## src/rtl/cpu_pkg.sv

```systemverilog
// Shared definitions for the CPU pipeline control: MDU state encoding,
// default MDU latencies and the exception handler address.
package cpu_pkg;

    typedef enum logic {
        RUN  = 1'b0,
        BUSY = 1'b1
    } md_state_e;

    localparam int MULT_LAT_DEFAULT = 5;
    localparam int DIV_LAT_DEFAULT  = 10;
    localparam int CNT_W_DEFAULT    = 4;

    localparam logic [31:0] EXC_HANDLER_PC = 32'h0000_4180;

    // Busy-cycle count to load for an MDU issue of the given kind.
    function automatic int md_latency(input logic is_div, input int mult_lat, input int div_lat);
        return is_div ? div_lat : mult_lat;
    endfunction

endpackage

```

## src/rtl/md_busy_counter.sv

```systemverilog
// MDU occupancy tracker: a RUN/BUSY FSM with a countdown of remaining busy
// cycles. md_busy also covers the issue cycle itself.
module md_busy_counter
    import cpu_pkg::*;
#(
    parameter int MULT_LAT = MULT_LAT_DEFAULT,
    parameter int DIV_LAT  = DIV_LAT_DEFAULT,
    parameter int CNT_W    = CNT_W_DEFAULT
) (
    input  logic             clk,
    input  logic             reset,
    input  logic             md_start,
    input  logic             md_is_div,
    output logic             md_busy,
    output logic [CNT_W-1:0] md_cnt
);

    localparam logic [CNT_W-1:0] MULT_CNT = CNT_W'(md_latency(1'b0, MULT_LAT, DIV_LAT));
    localparam logic [CNT_W-1:0] DIV_CNT  = CNT_W'(md_latency(1'b1, MULT_LAT, DIV_LAT));
    localparam logic [CNT_W-1:0] ONE_CNT  = CNT_W'(1);

    md_state_e        state_q, state_d;
    logic [CNT_W-1:0] cnt_q, cnt_d;

    always_ff @(posedge clk or negedge reset) begin
        if (!reset) begin
            state_q <= RUN;
            cnt_q   <= '0;
        end else begin
            state_q <= state_d;
            cnt_q   <= cnt_d;
        end
    end

    always_comb begin
        state_d = state_q;
        cnt_d   = cnt_q;
        unique case (state_q)
            RUN: begin
                if (md_start) begin
                    cnt_d   = md_is_div ? DIV_CNT : MULT_CNT;
                    state_d = BUSY;
                end
            end
            BUSY: begin
                // A new md_start cannot legally arrive here; it is ignored.
                if (cnt_q <= ONE_CNT) begin
                    cnt_d   = '0;
                    state_d = RUN;
                end else begin
                    cnt_d = cnt_q - ONE_CNT;
                end
            end
            default: begin
                cnt_d   = '0;
                state_d = RUN;
            end
        endcase
    end

    assign md_busy = (state_q == BUSY) | md_start;
    assign md_cnt  = cnt_q;

endmodule

```

## src/rtl/pipe_hazard_ctrl.sv

```systemverilog
// Pipeline sequencing controller: load-use / MDU stalls, the global flush
// strobe Req for exceptions and eret, and next-PC select for the handler/EPC.
module pipe_hazard_ctrl
    import cpu_pkg::*;
#(
    parameter int MULT_LAT = MULT_LAT_DEFAULT,
    parameter int DIV_LAT  = DIV_LAT_DEFAULT,
    parameter int CNT_W    = CNT_W_DEFAULT
) (
    input  logic             clk,
    input  logic             reset,
    input  logic             hazard_lu,
    input  logic             md_start,
    input  logic             md_is_div,
    input  logic             md_use_D,
    input  logic             exc_req,
    input  logic             eret_M,
    output logic             Req,
    output logic             StallF,
    output logic             StallD,
    output logic             FlushE,
    output logic             exc_pc_sel,
    output logic             eret_pc_sel,
    output logic             epc_we,
    output logic             md_busy,
    output logic [CNT_W-1:0] md_cnt
);

    logic stall;

    md_busy_counter #(
        .MULT_LAT (MULT_LAT),
        .DIV_LAT  (DIV_LAT),
        .CNT_W    (CNT_W)
    ) u_md_cnt (
        .clk       (clk),
        .reset     (reset),
        .md_start  (md_start),
        .md_is_div (md_is_div),
        .md_busy   (md_busy),
        .md_cnt    (md_cnt)
    );

    assign stall = hazard_lu | (md_busy & md_use_D);

    // A flush wipes every stage register anyway, so it overrides any stall.
    assign Req    = exc_req | eret_M;
    assign StallF = stall & ~Req;
    assign StallD = stall & ~Req;
    assign FlushE = stall & ~Req;

    assign exc_pc_sel  = exc_req;
    assign epc_we      = exc_req;
    assign eret_pc_sel = eret_M & ~exc_req;

endmodule

```

## config.mk

```make
export PLATFORM = sky130hd
export DESIGN_NAME = pipe_hazard_ctrl
export DESIGN_NICKNAME = d
export VERILOG_FILES = /design/src/rtl/cpu_pkg.sv /design/src/rtl/md_busy_counter.sv /design/src/rtl/pipe_hazard_ctrl.sv
export SDC_FILE = /design/constraint.sdc
export NUM_CORES = 1
export LEC_CHECK = 0
export ABC_CLOCK_PERIOD_IN_PS = 3900
export CAP_MARGIN = 5
export CORE_AREA = 2 2 39 41
export CTS_CLUSTER_SIZE = 25
export DETAILED_ROUTE_END_ITERATION = 16
export DIE_AREA = 0 0 41 43
export GPL_TIMING_DRIVEN = 0
export PLACE_DENSITY = 0.64
export SYNTH_ARGS = -nofsm -noshare
export SYNTH_HDL_FRONTEND = slang
export SYNTH_HIERARCHICAL = 1
export SYNTH_SLANG_ARGS = --single-unit
```

## constraint.sdc

```tcl
create_clock -name clk -period 3.9 [get_ports clk]
set_clock_uncertainty 0.05 [all_clocks]
set_input_delay 0.78 -clock clk [delete_from_list [all_inputs] [get_ports clk]]
set_output_delay 0.78 -clock clk [all_outputs]
set_load 0.01 [all_outputs]
```

==> flow_metrics.tcl, run 1 <==
set metrics [dict create \
    worstHoldStart "u_md_cnt/state_q" \
    internal_power_uw 236.3 \
    yosysMostFrequentCell "dfrtp_1" \
    powerDensity_mw_per_mm2 652.6 \
    place_congestion 0.6254 \
    relSlewSlack 0.8013 \
    yosys_warnings 6 \
    cp-end-kind "output port" \
    switchingPower_uw 153.2 \
    max-cap-violations 0 \
    final_layout_size_suffix_gt1_frac 0.1935 \
    wl_um 840 \
    tightest_slew_ps 295.5 \
    synth_cell_types 24 \
    cts.htree.levels 1 \
    p_seq_frac 0.297 \
    post-place-ws_ps 658.6 \
    post_dp_cell_area_um2 570.5 \
    grt_pass1_vias 345 \
    grt_use_total 0.1164 \
    setup_ws_ps 661.9 \
    numPortBuffers 19 \
    p_leak_uw 0.0002410 \
    critical_path.max_fanout 5 \
    seq_area_frac_synth 0.3472 \
    rows 14 \
    antenna_cells 0 \
    power_frac_comb 0.557 \
    boundaryPins 20 \
    coreArea_mm2 0.001384 \
    drc 0 \
    ant_nets 0 \
    dp_cells 74 \
    grt_overflow 0 \
    root_buffer "clkbuf_4" \
    cp-endpoint "StallD" \
    drtIter0Drc 7 \
    die_y_um 43 \
    hpwl_um 696.1 \
    synth_top_area_share 0.3472 \
    synthArstFlopShare 1.000 \
    total_power_uw 389.5 \
    cts_buffers 3 \
    slew_viol_final 0 \
    syn-instance-count 39 \
    cp.required_ps 3070 \
    synth_top_area_cell "dfrtp_1" \
    cp.arrival_ps 2410 \
    cts_hold_buf 0 \
    cts_setup_buffers 0 \
    fin_tns_setup_ps 0 \
    cts_sinks 5 \
    r2r_cells 5 \
    critPathLaunch "md_start" \
    r2r_slack_ps 2490 \
    insertion_delay_ps 230 \
    clk_transition_reported_paths_ps 40 \
    p_sw_frac 0.3934 \
    cts_resized 0 \
    synth.area.top_cells "dfrtp_1 (35%), buf_4 (8.3%), ha_1 (6.9%), o22ai_1 (5.2%), nor2b_1 (3.5%)" \
    setup_viol 0 \
    vias_per_cell 4.769 \
    startpoint_type "input pin" \
    syn_to_final_growth_pct 65.62 \
    fill_cells 143 \
    die_area_mm2 0.001763 \
    finalCritPeriodShare 0.8303 \
    min_path_type "flip-flop to flip-flop" \
    fin_nets 73 \
    ys_ff_latch 5 \
    fin_crit_ps 3238 \
    run_status "finished clean" \
    ys.flop_type "dfrtp_1" \
    layoutNonFillerInstCount 78 \
    hold_path_depth 2 \
    fin_area_um2 596.8 \
    critPathKind "input pin to output port" \
    floorplan.initialDensity 0.2604 \
    ir_worst_vdd_uv 297.8 \
    r2r-end "u_md_cnt/md_cnt[0]" \
    first_pass_iters 5 \
    clkPwrFrac 0.146 \
    clk_path_buf_depth 2 \
    rsz0062_at_grt "false" \
    syn_area_um2 360.3 \
    num_vias 372 \
    synth_edf_count 0 \
    detail_route.wl_per_cell_um 10.77 \
    grt_pass1_wl_mm 1.331 \
    grt_max_degree 11 \
    r2r_start "u_md_cnt/md_cnt[1]" \
    synth_nets 49 \
    hold_violations 0 \
    timing.fmax_mhz 308.8 \
    cts_tree "yes" \
    antenna_found_initial 0 \
    die_w_um 41 \
    synthTopCellsByCount "dfrtp_1 (5), buf_4 (4), inv_1 (3), o22ai_1 (3)" \
    synth.avg_cell_area_um2 9.240 \
]
## metrics by stage
step / util / hold slack, ps
3_5_place_dp: 0.4123 / 554.1
5_1_grt: 0.4313 / 583.8
2_1_floorplan: - / 434.4
3_3_place_gp: 0.4123 / 536.7
4_1_cts: 0.4313 / 562.2
6_report: 0.4313 / 553.0
## cell families (layout without fill, tap and decap cells)
group,Yosys count,after routing,share of synthesized area
AO/OA/AOI/OAI,13,13,0.2466
AND/OR/NAND/NOR,11,11,0.1910
buffers and inverters,8,31,0.1458
adder cells (fa/ha/maj),2,2,0.06943
flip-flops,5,5,0.3472
## sequential cells by signal, summed over array words and instances, names as in the netlist
| signal | flops |
|---|---|
| u_md_cnt/state_q | 1 |
| u_md_cnt/md_cnt | 4 |
## power by group through the flow
stage	sequential, uW	combinational [uW]	clock, uW
CTS	115	219	59.9
floorplan	118	124	0
detailed placement	115	218	0
global placement	115	215	0
finish	116	217	56.9
global route	119	241	62.7
## worst min-delay path by stage
stage,endpoint,slack [ps]
finish,u_md_cnt/state_q,550
global route,u_md_cnt/md_cnt[1],580
CTS,u_md_cnt/md_cnt[1],560
detailed placement,u_md_cnt/md_cnt[1],550
global placement,u_md_cnt/state_q,540
floorplan,u_md_cnt/md_cnt[0],430
## cell type report
| cell class | count | area (um2) | area share |
|---|---|---|---|
| sequential | 5 | 125.1 | 0.2096 |
| inverter | 3 | 11.26 | 0.01887 |
| buffer | 5 | 41.29 | 0.06918 |
| clock buffer | 4 | 26.28 | 0.04403 |
| multi-input combinational | 26 | 182.7 | 0.3061 |
| tap | 16 | 20.02 | 0.03354 |
| timing repair buffer | 19 | 190.2 | 0.3187 |
## placed cells by master, fill, tap and decap left out, drive strengths merged, types with 3 or more instances in the layout
master         instances
inv                    3
clkdlybuf4s50         19
o22ai                  3
nor2                   3
clkbuf                 4
dfrtp                  5
buf                    5
## worst max-delay path, stage by stage
cell and delay (ps):
clkdlybuf4s50_1 490, nor2_2 230, inv_1 90, a21oi_1 150, nor2_1 80, buf_4 130, clkdlybuf4s50_1 470
## metal layers
metal,up-vias,global-route usage,part of all wire
li1,184,-,-
met1,167,0.1320,0.43
met2,19,0.1688,0.48
met3,2,0.04712,0.083
met4,0,0.08000,0.012
met5,-,0,0
No activity file was read; power rests on OpenSTA's default activity.
==> inputs of run 2 (changes only) <==
- ABC_CLOCK_PERIOD_IN_PS: 3900 -> 2700
- PLACE_DENSITY: 0.64 -> 0.66
- clock period: 3.9 -> 2.7 ns (I/O delays scaled with it)
==> flow_metrics.tcl, run 2 (synthesis results as in run 1) <==
set metrics [dict create \
    run_status "finished clean" \
    fill_cells 145 \
    max-cap-violations 0 \
    grt_max_degree 11 \
    grt_overflow 0 \
    place_congestion 0.6593 \
    finalCritPeriodShare 0.9603 \
    critical_path.max_fanout 3 \
    setup_viol 0 \
    grt_use_total 0.1152 \
    wl_um 790 \
    cts.htree.levels 1 \
    first_pass_iters 2 \
    coreArea_mm2 0.001384 \
    die_w_um 41 \
    boundaryPins 20 \
    fin_tns_setup_ps 0 \
    antenna_cells 0 \
    num_vias 354 \
    cp-end-kind "output port" \
    antenna_found_initial 0 \
    clk_path_buf_depth 2 \
    ant_nets 0 \
    cp.arrival_ps 2000 \
    powerDensity_mw_per_mm2 927.8 \
    rows 14 \
    cts_tree "yes" \
    multi_input_area_um2 185.2 \
    fin_crit_ps 2593 \
    layoutNonFillerInstCount 78 \
    numPortBuffers 19 \
    die_y_um 43 \
    startpoint_type "input pin" \
    detail_route.wl_per_cell_um 10.13 \
    layout_commonest_cell "clkdlybuf4s50_1" \
    final_cell_mix "clkdlybuf4s50_1 (17), dfrtp_1 (5), buf_4 (4)" \
    cts_hold_buf 0 \
    regArea_um2 125.1 \
    cts_buffers 3 \
    syn_to_final_growth_pct 66.67 \
    grt_pass1_vias 373 \
    min_path_type "input pin to async pin" \
    root_buffer "clkbuf_4" \
    grt_pass1_wl_mm 1.407 \
    hpwl_um 638.1 \
    drtIter0Drc 7 \
    cts_sinks 5 \
    die_area_mm2 0.001763 \
    insertion_delay_ps 240 \
    vias_per_cell 4.538 \
    cts_resized 2 \
    rsz0062_at_grt "false" \
    hold_violations 0 \
    ir_worst_vdd_uv 428.2 \
    p_leak_uw 0.0002513 \
    relSlewSlack 0.8132 \
    largest_register_ffs 4 \
    tightest_slew_ps 277.8 \
    critPathKind "input pin to output port" \
    slew_viol_final 0 \
    timing.fmax_mhz 385.7 \
    final_layout_size_suffix_gt1_frac 0.2097 \
    drc 0 \
    fin_nets 73 \
    cp.required_ps 2110 \
    cts_setup_buffers 0 \
    dp_cells 74 \
    floorplan.initialDensity 0.2604 \
    clk_transition_reported_paths_ps 40 \
]
-- run 2: cell count changes in the layout (fill, tap and decap cells not counted) --
cell,change
clkdlybuf4s50_1,-2
dlygate4sd2_1,+1
dlymetal6s2s_1,+1
nor2_1,-1
nor2_2,+1
-- run 2: area by class of cell --
cell class | count | area share
Buffer | 5 | 0.06875
Clock buffer | 4 | 0.04375
Inverter | 3 | 0.01875
Multi-Input combinational cell | 26 | 0.3083
Sequential cell | 5 | 0.2083
Tap cell | 16 | 0.03333
Timing Repair Buffer | 19 | 0.3188
-- run 2: worst paths after layout --
path / endpoint / from / slack (ps) / cells after the start
worst max-delay path: StallF / eret_M / 110 / 5
worst min-delay path: u_md_cnt/md_cnt[2] / reset / 470 / 1
worst max register to register: u_md_cnt/md_cnt[1] / u_md_cnt/md_cnt[1] / 1350 / 5
worst min register to register: u_md_cnt/state_q / u_md_cnt/state_q / 540 / 2
max in group asynchronous: u_md_cnt/md_cnt[3] / reset / 1950 / 1
min in group clk: u_md_cnt/state_q / u_md_cnt/state_q / 540 / 2
-- run 2: metrics by stage --
stage	util	total power, uW	hold slack [ps]	area, um2	setup slack (ps)
global placement	0.4123	475.4	537.5	570.5	-57.17
finish	0.4340	557.2	467.1	600.6	107.2
detailed placement	0.4123	475.6	542.7	570.5	-61.15
global route	0.4340	610.3	473.7	600.6	31.99
CTS	0.4322	566.2	464.1	598.1	50.95
floorplan	-	350.3	194.4	360.3	893.5
-- run 2: metal layers --
metal,global-route usage,vias up,share of wire,wire length [um]
met5,0,-,0,0
met4,0.06000,0,0,0
met3,0.03665,0,0.096,76
met2,0.1594,17,0.47,371
met1,0.1541,154,0.43,343
li1,-,183,-,-
-- run 2: critical path: stages --
cell and delay (ps):
clkdlybuf4s50_1 410, or2_4 260, nor2_2 150, buf_4 120
clkdlybuf4s50_1 520
-- run 2: power breakdown --
part / leakage (uW) / internal [uW] / switching, uW
logic: 0.000177 / 171 / 139
clock network: 0.0000150 / 55.7 / 28.3
registers: 0.0000592 / 113 / 50.0
==> edit: new RTL, flow settings as in run 2 <==
Register the input `md_is_div` before use. The logic sees it one clock later. The other inputs are not delayed to match.
--- a/src/rtl/pipe_hazard_ctrl.sv
+++ b/src/rtl/pipe_hazard_ctrl.sv
@@ -27,4 +27,10 @@
 );
 
+    logic md_is_div_q;
+
+    always_ff @(posedge clk) begin
+        md_is_div_q <= md_is_div;
+    end
+
     logic stall;
 
@@ -37,5 +43,5 @@
         .reset     (reset),
         .md_start  (md_start),
-        .md_is_div (md_is_div),
+        .md_is_div (md_is_div_q),
         .md_busy   (md_busy),
         .md_cnt    (md_cnt)
Function: changed (a bounded check fails within 4 cycles, from zero or initial values and one cycle with reset low).
==> edit against run 2 <==
- power grew 5.0%
- register-to-register slack lost 0.03 ns
- cell count grew 1.3%
- die area stayed put
- sequential cell count increased by 1
- highest routed layer unchanged
- area after synthesis up 5.6%
- synthesized cell count grew 2.6%
- routed wire length up 9.4%
- via count rose by 4.8%
- cell area is 4.2% higher
- setup slack about the same
- critical path type unchanged
- maximum frequency about the same
- global-route usage up 0.089 points
==> edit: results (changes against run 2) <==
run_status:
  status: "complete, no violations"  # unchanged
logic_synthesis:
  async_reset_ff_share_pct: 83.33  # was 100.0%
  synth-seq-area-share_pct: 38.16  # was 34.72%
  synth.area.top_cells: "dfrtp_1, buf_4, ha_1"  # unchanged
  ys_types: 25  # was 24
  synth_compound_area_share_pct: 23.36  # was 24.65%
  ys.flop_type: "dfrtp_1"  # unchanged
  synth_commonest_cells: "dfrtp_1, buf_4, inv_1, o22ai_1"  # unchanged
  synth_fa_ha_area_share_pct: 6.579  # was 6.944%
  syn_nets: 50  # was 49
  postSynthCellCount: 40  # was 39
pwr:
  ir_worst_vdd_uv: 339.5  # was 428.2 uV
  power.share.sequential_pct: 30.6  # was 29.3%
  clock_power_share_pct: 15.3  # was 15.1%
  powerSeq_uw: 179  # was 163 uW
  p_leak_nw: 0.2603  # was 0.2513 nW
  p_int_uw: 358.7  # was 340.0 uW
grt:
  grt_max_degree: 11  # unchanged
  grt_usage_pct: 11.60  # was 11.52%
  grt_pass1_wl_mm: 1.373  # was 1.407 mm
  grtUsageMet2_pct: 17.50  # was 15.94%
  grt_use_met1_pct: 11.76  # was 15.41%
  grt_pass1_vias: 362  # was 373
  grt_use_met3_pct: 6.806  # was 3.665%
setup_path:
  cp_slowest_cell: "clkdlybuf4s50_1"  # unchanged
  crit_family: "buffers and inverters"  # unchanged
  arrival_ns: 2.00  # about the same
drt:
  top_layer: "met3"  # unchanged
  wl_met1_microns: 355  # was 343 microns
  drt-wirelength-per-cell_microns: 10.94  # was 10.13 microns
  drt_iter0_drc: 6  # was 7
  vias_per_cell: 4.696  # was 4.538
  wl_microns: 864  # was 790 microns
  wl_met3_microns: 92  # was 76 microns
  wl_met2_microns: 417  # was 371 microns
  first_pass_iters: 4  # was 2
place:
  dp.cells: 75  # was 74
  dp_hpwl_microns: 657.1  # was 638.1 microns
  post-place-ws_ns: -0.07440  # was -0.06115 ns
  dpl_cell_area_sq_um: 590.6  # was 570.5 sq um
  globalplace.congestion: 0.7050  # was 0.6593
clocking:
  cts_setup_buffers: 0  # unchanged
  clk_path_buf_depth: 2  # unchanged
  clk_pin_slew_worst_paths_ns: 0.05
final_layout:
  layout-drive-gt1-share_pct: 20.63  # was 20.97%
  diodes: 0  # unchanged
  fillCellCount: 141  # was 145
  finalNetCount: 74  # was 73
sta:
  maxSlewHeadroom_pct: 80.33  # was 81.32%
min_path:
  min_path_type: "register to register"  # was input port to asynchronous set/reset pin
  hold-path-cell-count: 1
==> edit: worst register-to-register path: stages (launching register included) <==
cell     delay (ns)
dfrtp_1        0.44
inv_1          0.08
ha_1           0.20
nor2_1         0.09
o31ai_1        0.28
o22ai_1        0.12
==> edit: final timing paths <==
path | start | to | slack, ns
max | eret_M | StallF | 0.11
min | md_is_div_q | u_md_cnt/md_cnt[2] | 0.41
max reg2reg | u_md_cnt/md_cnt[0] | u_md_cnt/md_cnt[1] | 1.32
min reg2reg | md_is_div_q | u_md_cnt/md_cnt[2] | 0.41
max in group asynchronous | reset | u_md_cnt/md_cnt[0] | 1.93
min in group asynchronous | reset | u_md_cnt/state_q | 0.47
==> edit: cell type report <==
cell class	instances	area [sq um]	share of cell area [%]
timing repair buffer	19	191.4	30.60
sequential	6	145.1	23.20
multi-input combinational	26	190.2	30.40
clock buffer	4	26.28	4.200
buffer	5	41.29	6.600
inverter	3	11.26	1.800
tap	16	20.02	3.200
